**src/rtl/edge_sched_pkg.sv**
```systemverilog
// nandy_pkg: shared types for the edge_sched gated-clock scheduler.
// No ports; provides the FSM state type and an index-width helper.
package nandy_pkg;

    typedef enum logic [1:0] {
        RUN    = 2'd0,
        HALTED = 2'd1,
        STEP   = 2'd2
    } state_e;

    // Width of an index into n items; never below 1 bit.
    function automatic int idx_w(input int n);
        return (n <= 2) ? 1 : $clog2(n);
    endfunction

endpackage

```
**src/rtl/edge_sched_if.sv**
```systemverilog
// edge_sched_if: request/control inputs and enable/debug outputs.
// master drives req/lock/halt/step/step_count; slave drives en/grant_id/stepping/edges.
interface edge_sched_if
    import nandy_pkg::*;
#(
    parameter int NREQ   = 4,
    parameter int STEP_W = 8
);
    localparam int IW = idx_w(NREQ);

    logic [NREQ-1:0]   req;
    logic [NREQ-1:0]   lock;
    logic              halt;
    logic              step;
    logic [STEP_W-1:0] step_count;
    logic [NREQ-1:0]   en;
    logic [IW-1:0]     grant_id;
    logic              stepping;
    logic [15:0]       edges;

    modport master (
        output req, lock, halt, step, step_count,
        input  en, grant_id, stepping, edges
    );

    modport slave (
        input  req, lock, halt, step, step_count,
        output en, grant_id, stepping, edges
    );

endinterface

```
**src/rtl/edge_sched_rr_pick.sv**
```systemverilog
// rr_pick: combinational round-robin picker, search starts after 'last'.
// Ports: req/mask in, last in (index); gnt one-hot out, idx out (last if none).
module rr_pick #(
    parameter int NREQ = 4,
    parameter int IW   = 2
) (
    input  logic [NREQ-1:0] req,
    input  logic [IW-1:0]   last,
    input  logic [NREQ-1:0] mask,
    output logic [NREQ-1:0] gnt,
    output logic [IW-1:0]   idx
);

    logic [NREQ-1:0] eff;
    logic            hit;

    assign eff = req & mask;

    always_comb begin
        gnt = '0;
        idx = last;
        hit = 1'b0;
        for (int i = 1; i <= NREQ; i++) begin
            if (!hit && eff[(int'(last) + i) % NREQ]) begin
                hit = 1'b1;
                idx = IW'((int'(last) + i) % NREQ);
                gnt[(int'(last) + i) % NREQ] = 1'b1;
            end
        end
    end

endmodule

```
**src/rtl/edge_sched.sv**
```systemverilog
// edge_sched: picks which edgegate gets the next rising edge (RR, lock, halt/step).
// Ports: clk, nrst (sync, active low), bus (edge_sched_if.slave).
module edge_sched
    import nandy_pkg::*;
#(
    parameter int NREQ     = 4,
    parameter int STEP_W   = 8,
    parameter int LOCK_MAX = 4
) (
    input logic        clk,
    input logic        nrst,
    edge_sched_if.slave bus
);

    localparam int IW = idx_w(NREQ);
    localparam int LW = idx_w(LOCK_MAX + 1);

    state_e            state_q, state_d;
    logic [NREQ-1:0]   en_q, en_d;
    logic [IW-1:0]     gid_q, gid_d;
    logic [LW-1:0]     lk_q, lk_d;
    logic [STEP_W-1:0] sc_q, sc_d;
    logic [15:0]       ed_q, ed_d;
    logic              stp_q, stp_d;

    logic              allow;
    logic              step_mode;
    logic [STEP_W-1:0] budget;
    logic              hold;
    logic [NREQ-1:0]   pick_oh;
    logic [IW-1:0]     pick_idx;

    rr_pick #(
        .NREQ (NREQ),
        .IW   (IW)
    ) u_pick (
        .req  (bus.req),
        .last (gid_q),
        .mask ({NREQ{allow}}),
        .gnt  (pick_oh),
        .idx  (pick_idx)
    );

    // Lock only extends an edge the owner is actually holding right now.
    assign hold = (|en_q) && bus.req[gid_q] && bus.lock[gid_q]
                  && (int'(lk_q) < LOCK_MAX);

    always_comb begin
        state_d   = state_q;
        sc_d      = sc_q;
        step_mode = 1'b0;
        budget    = sc_q;
        allow     = 1'b0;

        unique case (state_q)
            RUN: begin
                if (bus.halt) state_d = HALTED;
                else          allow   = 1'b1;
            end
            HALTED: begin
                // Halt release wins over a coincident step.
                if (!bus.halt) begin
                    state_d = RUN;
                    allow   = 1'b1;
                end else if (bus.step) begin
                    step_mode = 1'b1;
                    budget    = (bus.step_count == '0) ?
                                STEP_W'(1) : bus.step_count;
                end
            end
            STEP: begin
                if (!bus.halt) begin
                    state_d = RUN;
                    allow   = 1'b1;
                    sc_d    = '0;
                end else begin
                    step_mode = 1'b1;
                end
            end
            default: state_d = RUN;
        endcase

        if (step_mode) allow = (budget != '0);

        en_d  = '0;
        gid_d = gid_q;
        lk_d  = lk_q;
        if (allow && hold) begin
            en_d = en_q;
            lk_d = lk_q + LW'(1);
        end else if (allow && (|pick_oh)) begin
            en_d  = pick_oh;
            gid_d = pick_idx;
            lk_d  = LW'(1);
        end

        // Steps are only consumed by edges actually granted.
        if (step_mode) begin
            sc_d    = budget;
            state_d = STEP;
            if (|en_d) begin
                sc_d = budget - STEP_W'(1);
                if (budget == STEP_W'(1)) state_d = HALTED;
            end
        end

        stp_d = step_mode;
        ed_d  = ed_q + 16'(|en_d);
    end

    always_ff @(posedge clk) begin
        if (!nrst) begin
            state_q <= RUN;
            en_q    <= '0;
            gid_q   <= IW'(NREQ - 1);
            lk_q    <= '0;
            sc_q    <= '0;
            ed_q    <= '0;
            stp_q   <= 1'b0;
        end else begin
            state_q <= state_d;
            en_q    <= en_d;
            gid_q   <= gid_d;
            lk_q    <= lk_d;
            sc_q    <= sc_d;
            ed_q    <= ed_d;
            stp_q   <= stp_d;
        end
    end

    assign bus.en       = en_q;
    assign bus.grant_id = gid_q;
    assign bus.stepping = stp_q;
    assign bus.edges    = ed_q;

endmodule

```
**src/flat_wrapper.sv**
```systemverilog
// flat-port wrapper written by rule: the top's interface ports become plain ports
module edge_sched_flat import nandy_pkg::*;
#(
    parameter int NREQ     = 4,
    parameter int STEP_W   = 8,
    parameter int LOCK_MAX = 4
)
  (clk, nrst, bus_req, bus_lock, bus_halt, bus_step, bus_step_count, bus_en, bus_grant_id, bus_stepping, bus_edges);
  edge_sched_if #(.NREQ(NREQ), .STEP_W(STEP_W)) bus_i ();
  input logic clk;
  input logic nrst;
  input wire logic [$bits(bus_i.req)-1:0] bus_req;
  input wire logic [$bits(bus_i.lock)-1:0] bus_lock;
  input wire logic [$bits(bus_i.halt)-1:0] bus_halt;
  input wire logic [$bits(bus_i.step)-1:0] bus_step;
  input wire logic [$bits(bus_i.step_count)-1:0] bus_step_count;
  output wire logic [$bits(bus_i.en)-1:0] bus_en;
  output wire logic [$bits(bus_i.grant_id)-1:0] bus_grant_id;
  output wire logic [$bits(bus_i.stepping)-1:0] bus_stepping;
  output wire logic [$bits(bus_i.edges)-1:0] bus_edges;
  assign bus_i.req = bus_req;
  assign bus_i.lock = bus_lock;
  assign bus_i.halt = bus_halt;
  assign bus_i.step = bus_step;
  assign bus_i.step_count = bus_step_count;
  assign bus_en = bus_i.en;
  assign bus_grant_id = bus_i.grant_id;
  assign bus_stepping = bus_i.stepping;
  assign bus_edges = bus_i.edges;
  edge_sched #(.NREQ(NREQ), .STEP_W(STEP_W), .LOCK_MAX(LOCK_MAX)) u_core (.clk(clk), .nrst(nrst), .bus(bus_i));
endmodule
```
**config.mk**
```make
export PLATFORM = sky130hd
export DESIGN_NAME = edge_sched_flat
export DESIGN_NICKNAME = d
export VERILOG_FILES = /design/src/rtl/edge_sched_pkg.sv /design/src/rtl/edge_sched_if.sv /design/src/rtl/edge_sched_rr_pick.sv /design/src/rtl/edge_sched.sv /design/src/flat_wrapper.sv
export SDC_FILE = /design/constraint.sdc
export NUM_CORES = 1
export LEC_CHECK = 0
export CORE_ASPECT_RATIO = 1.5
export CORE_MARGIN = 2
export CORE_UTILIZATION = 60
export CTS_BUF_LIST = sky130_fd_sc_hd__clkbuf_8
export CTS_CLUSTER_SIZE = 12
export DETAILED_ROUTE_END_ITERATION = 7
export DONT_BUFFER_PORTS = 1
export GPL_TIMING_DRIVEN = 0
export PLACE_DENSITY = 0.81
export SLEW_MARGIN = 30
export SYNTH_ARGS = -nofsm -noshare
export SYNTH_HDL_FRONTEND = slang
export SYNTH_SLANG_ARGS = --single-unit
```
**constraint.sdc**
```tcl
create_clock -name clk -period 13.3 [get_ports clk]
set_clock_uncertainty 0.1 [all_clocks]
set_input_delay 3.325 -clock clk [delete_from_list [all_inputs] [get_ports clk]]
set_output_delay 3.325 -clock clk [all_outputs]
set_load 0.005 [all_outputs]
```
==> impl_metrics.env <==
export IMPL_wl_um=6040
export IMPL_avgSynthCellArea_um2=7.99
export IMPL_yosysUniqueCellTypes=63
export IMPL_drt_first_pass_iters=4
export IMPL_start_kind="input port"
export IMPL_syn_area_um2=2600
export IMPL_cap_violations=0
export IMPL_cp_end_kind="flip-flop"
export IMPL_peakVddDrop_uv=112
export IMPL_grt_setup_unrepaired="no"
export IMPL_start_util=0.619
export IMPL_syn_inst=326
export IMPL_layout_drive_gt1_share=0.0958
export IMPL_hold_viol=0
export IMPL_final_core_util=0.653
export IMPL_hold_slack_ns=0.356
export IMPL_setup_viol=0
export IMPL_clockBufferDepth=2
export IMPL_die_area_um2=4890
export IMPL_synth_common_cells="dfxtp_1, nand2_1, nor2_1"
export IMPL_insertion_delay_ns=0.29
export IMPL_ys_seq_elements=36
export IMPL_nets=369
export IMPL_critPathArrivalTime_ns=6.94
export IMPL_cts_buffers=5
export IMPL_yosysTopAreaCellShare=0.277
export IMPL_synth_warnings=0
export IMPL_viasPerCell=6.19
export IMPL_vias=2352
export IMPL_cts_resized=0
export IMPL_path_common_cell="ha_1"
export IMPL_grt_ovfl_total=0
export IMPL_dieWidth_um=57.8
export IMPL_period_share=0.513
export IMPL_slowest_stage="nor4_4"
export IMPL_crit_path_cell_trace="nor4_4, a31oi_1, o21ai_0, inv_1, ha_1, nor3_1, a311o_1, o221ai_1, nand2_2, ha_1, and3_1, clkbuf_1, nand2_1, or3_1, a21oi_1"
export IMPL_hpwl_um=4690
export IMPL_synth_largest_area_cell="dfxtp_1"
export IMPL_required_ns=13.42
export IMPL_final_cells=380
export IMPL_die_y_um=84.7
export IMPL_wl_per_cell_um=15.9
export IMPL_cpPeakStageDelay_ns=0.38
export IMPL_ctsHoldBuffers=0
export IMPL_clkTransAtPathRegs_ns=0.07
export IMPL_layout_min_cycle_time_ns=6.82
export IMPL_hp_class="reg -> reg"
export IMPL_cellPowerDensity_nw_per_um2=128
export IMPL_rows=29
export IMPL_cts_tree="yes"
export IMPL_track_usage=0.259
export IMPL_dpl_cell_count=372
export IMPL_netlist_top_cells_area="dfxtp_1, ha_1, nand2_1, nor2_1, o21ai_0"
export IMPL_grt_first_pass_wirelength_um=10200
export IMPL_root_buffer="clkbuf_8"
export IMPL_crit_fanout=9
export IMPL_tightest_slew_ns=0.804
export IMPL_status="complete, no violations"
export IMPL_crit_type="in -> reg"
export IMPL_core_area_um2=4210
export IMPL_slew_headroom=0.450
export IMPL_antenna_left=0
export IMPL_area_growth_syn_to_layout_pct=5.57
export IMPL_io_pin_count=43
export IMPL_gp_congestion=0.932
export IMPL_htreeDepth=2
export IMPL_grt_pass1_vias=2275
export IMPL_tns_ns=0
export IMPL_drc=0
export IMPL_drt_initial_drc_count=170
export IMPL_cts_sink_count=36
export IMPL_syn_nets=362
export IMPL_fmax_mhz=147
export IMPL_port_buffers=0
export IMPL_synth_main_ff_cell="dfxtp_1"
export IMPL_post_cts_setup_buffers=0
export IMPL_p_leak_nw=1.10
export IMPL_synth_edff_count=0
export IMPL_grt_max_degree=13
export IMPL_slew_violations=0
export IMPL_diodes=0
export IMPL_ys_seq_area_frac=0.277
export IMPL_synth_async_reset_ratio=0
export IMPL_antenna_found_initial=0
## final timing paths
path / startpoint / slack, ns / endpoint / cells after the start
worst max-delay path: bus_step_count[5] / 6.48 / u_core.bus.edges[15] / 15
worst min-delay path: u_core.sc_q[1] / 0.36 / u_core.sc_q[1] / 2
worst max register to register: u_core.bus.grant_id[1] / 8.70 / u_core.bus.edges[11] / 16
worst min register to register: u_core.sc_q[1] / 0.36 / u_core.sc_q[1] / 2
## routing by layer
layer,track usage,part of all wire,wire length (µm)
met2,0.468,0.54,3280
met1,0.279,0.39,2360
met5,0,0,0
met4,0.129,0.028,169
met3,0.0462,0.039,238
## where the power goes
group | switching, mW | internal [mW]
logic | 0.0874 | 0.0589
clock network | 0.0414 | 0.0365
registers | 0.0105 | 0.116
total | 0.139 | 0.212
## placed cells by master (no fill, tap or decap), types with 5 or more instances in the layout
cell	instances
dfxtp_1	36
clkbuf_1	8
and2_1	5
or3_1	5
ha_1	16
xor2_1	9
and3_1	9
xnor2_1	5
mux2i_1	9
inv_1	14
nand3_1	13
nor2_1	32
clkbuf_8	5
nand2_1	36
o21ai_0	22
a21oi_1	17
nor3_1	8
## metrics by stage
| stage | setup WS (ns) | power [mW] | cell area [µm²] |
|---|---|---|---|
| 3_3_place_gp | 6.20 | 0.271 | 2660 |
| 3_5_place_dp | 6.18 | 0.274 | 2660 |
| 2_1_floorplan | 6.79 | 0.242 | 2600 |
| 6_report | 6.48 | 0.351 | 2750 |
| 4_1_cts | 6.46 | 0.352 | 2750 |
| 5_1_grt | 6.03 | 0.375 | 2750 |
## flip-flops by register name (all words and copies together), names as in the netlist
register             count
u_core.lk_q              3
u_core.bus.stepping      1
u_core.bus.grant_id      2
u_core.bus.edges        16
u_core.bus.en            4
u_core.sc_q              8
u_core.state_q           2
## kinds of logic after synthesis
logic type	after synthesis	share of synthesized area
flops	36	0.277
mux	12	0.0519
simple gates	138	0.277
fa+ha+maj	16	0.0769
xor+xnor	14	0.0471
buf+inv	30	0.0562
compound gates	80	0.214
## critical path: cells and delay by family
family / cells / cell delay (ns)
buf+inv: 2 / 0.42
compound gates: 5 / 1.20
simple gates: 6 / 1.48
fa+ha+maj: 2 / 0.48
## area by class of cell
type,count,area [µm²]
Buffer,16,93.8
Multi-Input combinational cell,260,1740
Tap cell,46,57.6
Clock buffer,5,68.8
Fill cell,385,1460
Inverter,14,52.6
Sequential cell,36,721
Clock inverter,3,18.8
Power figures use the tool's default switching activity.
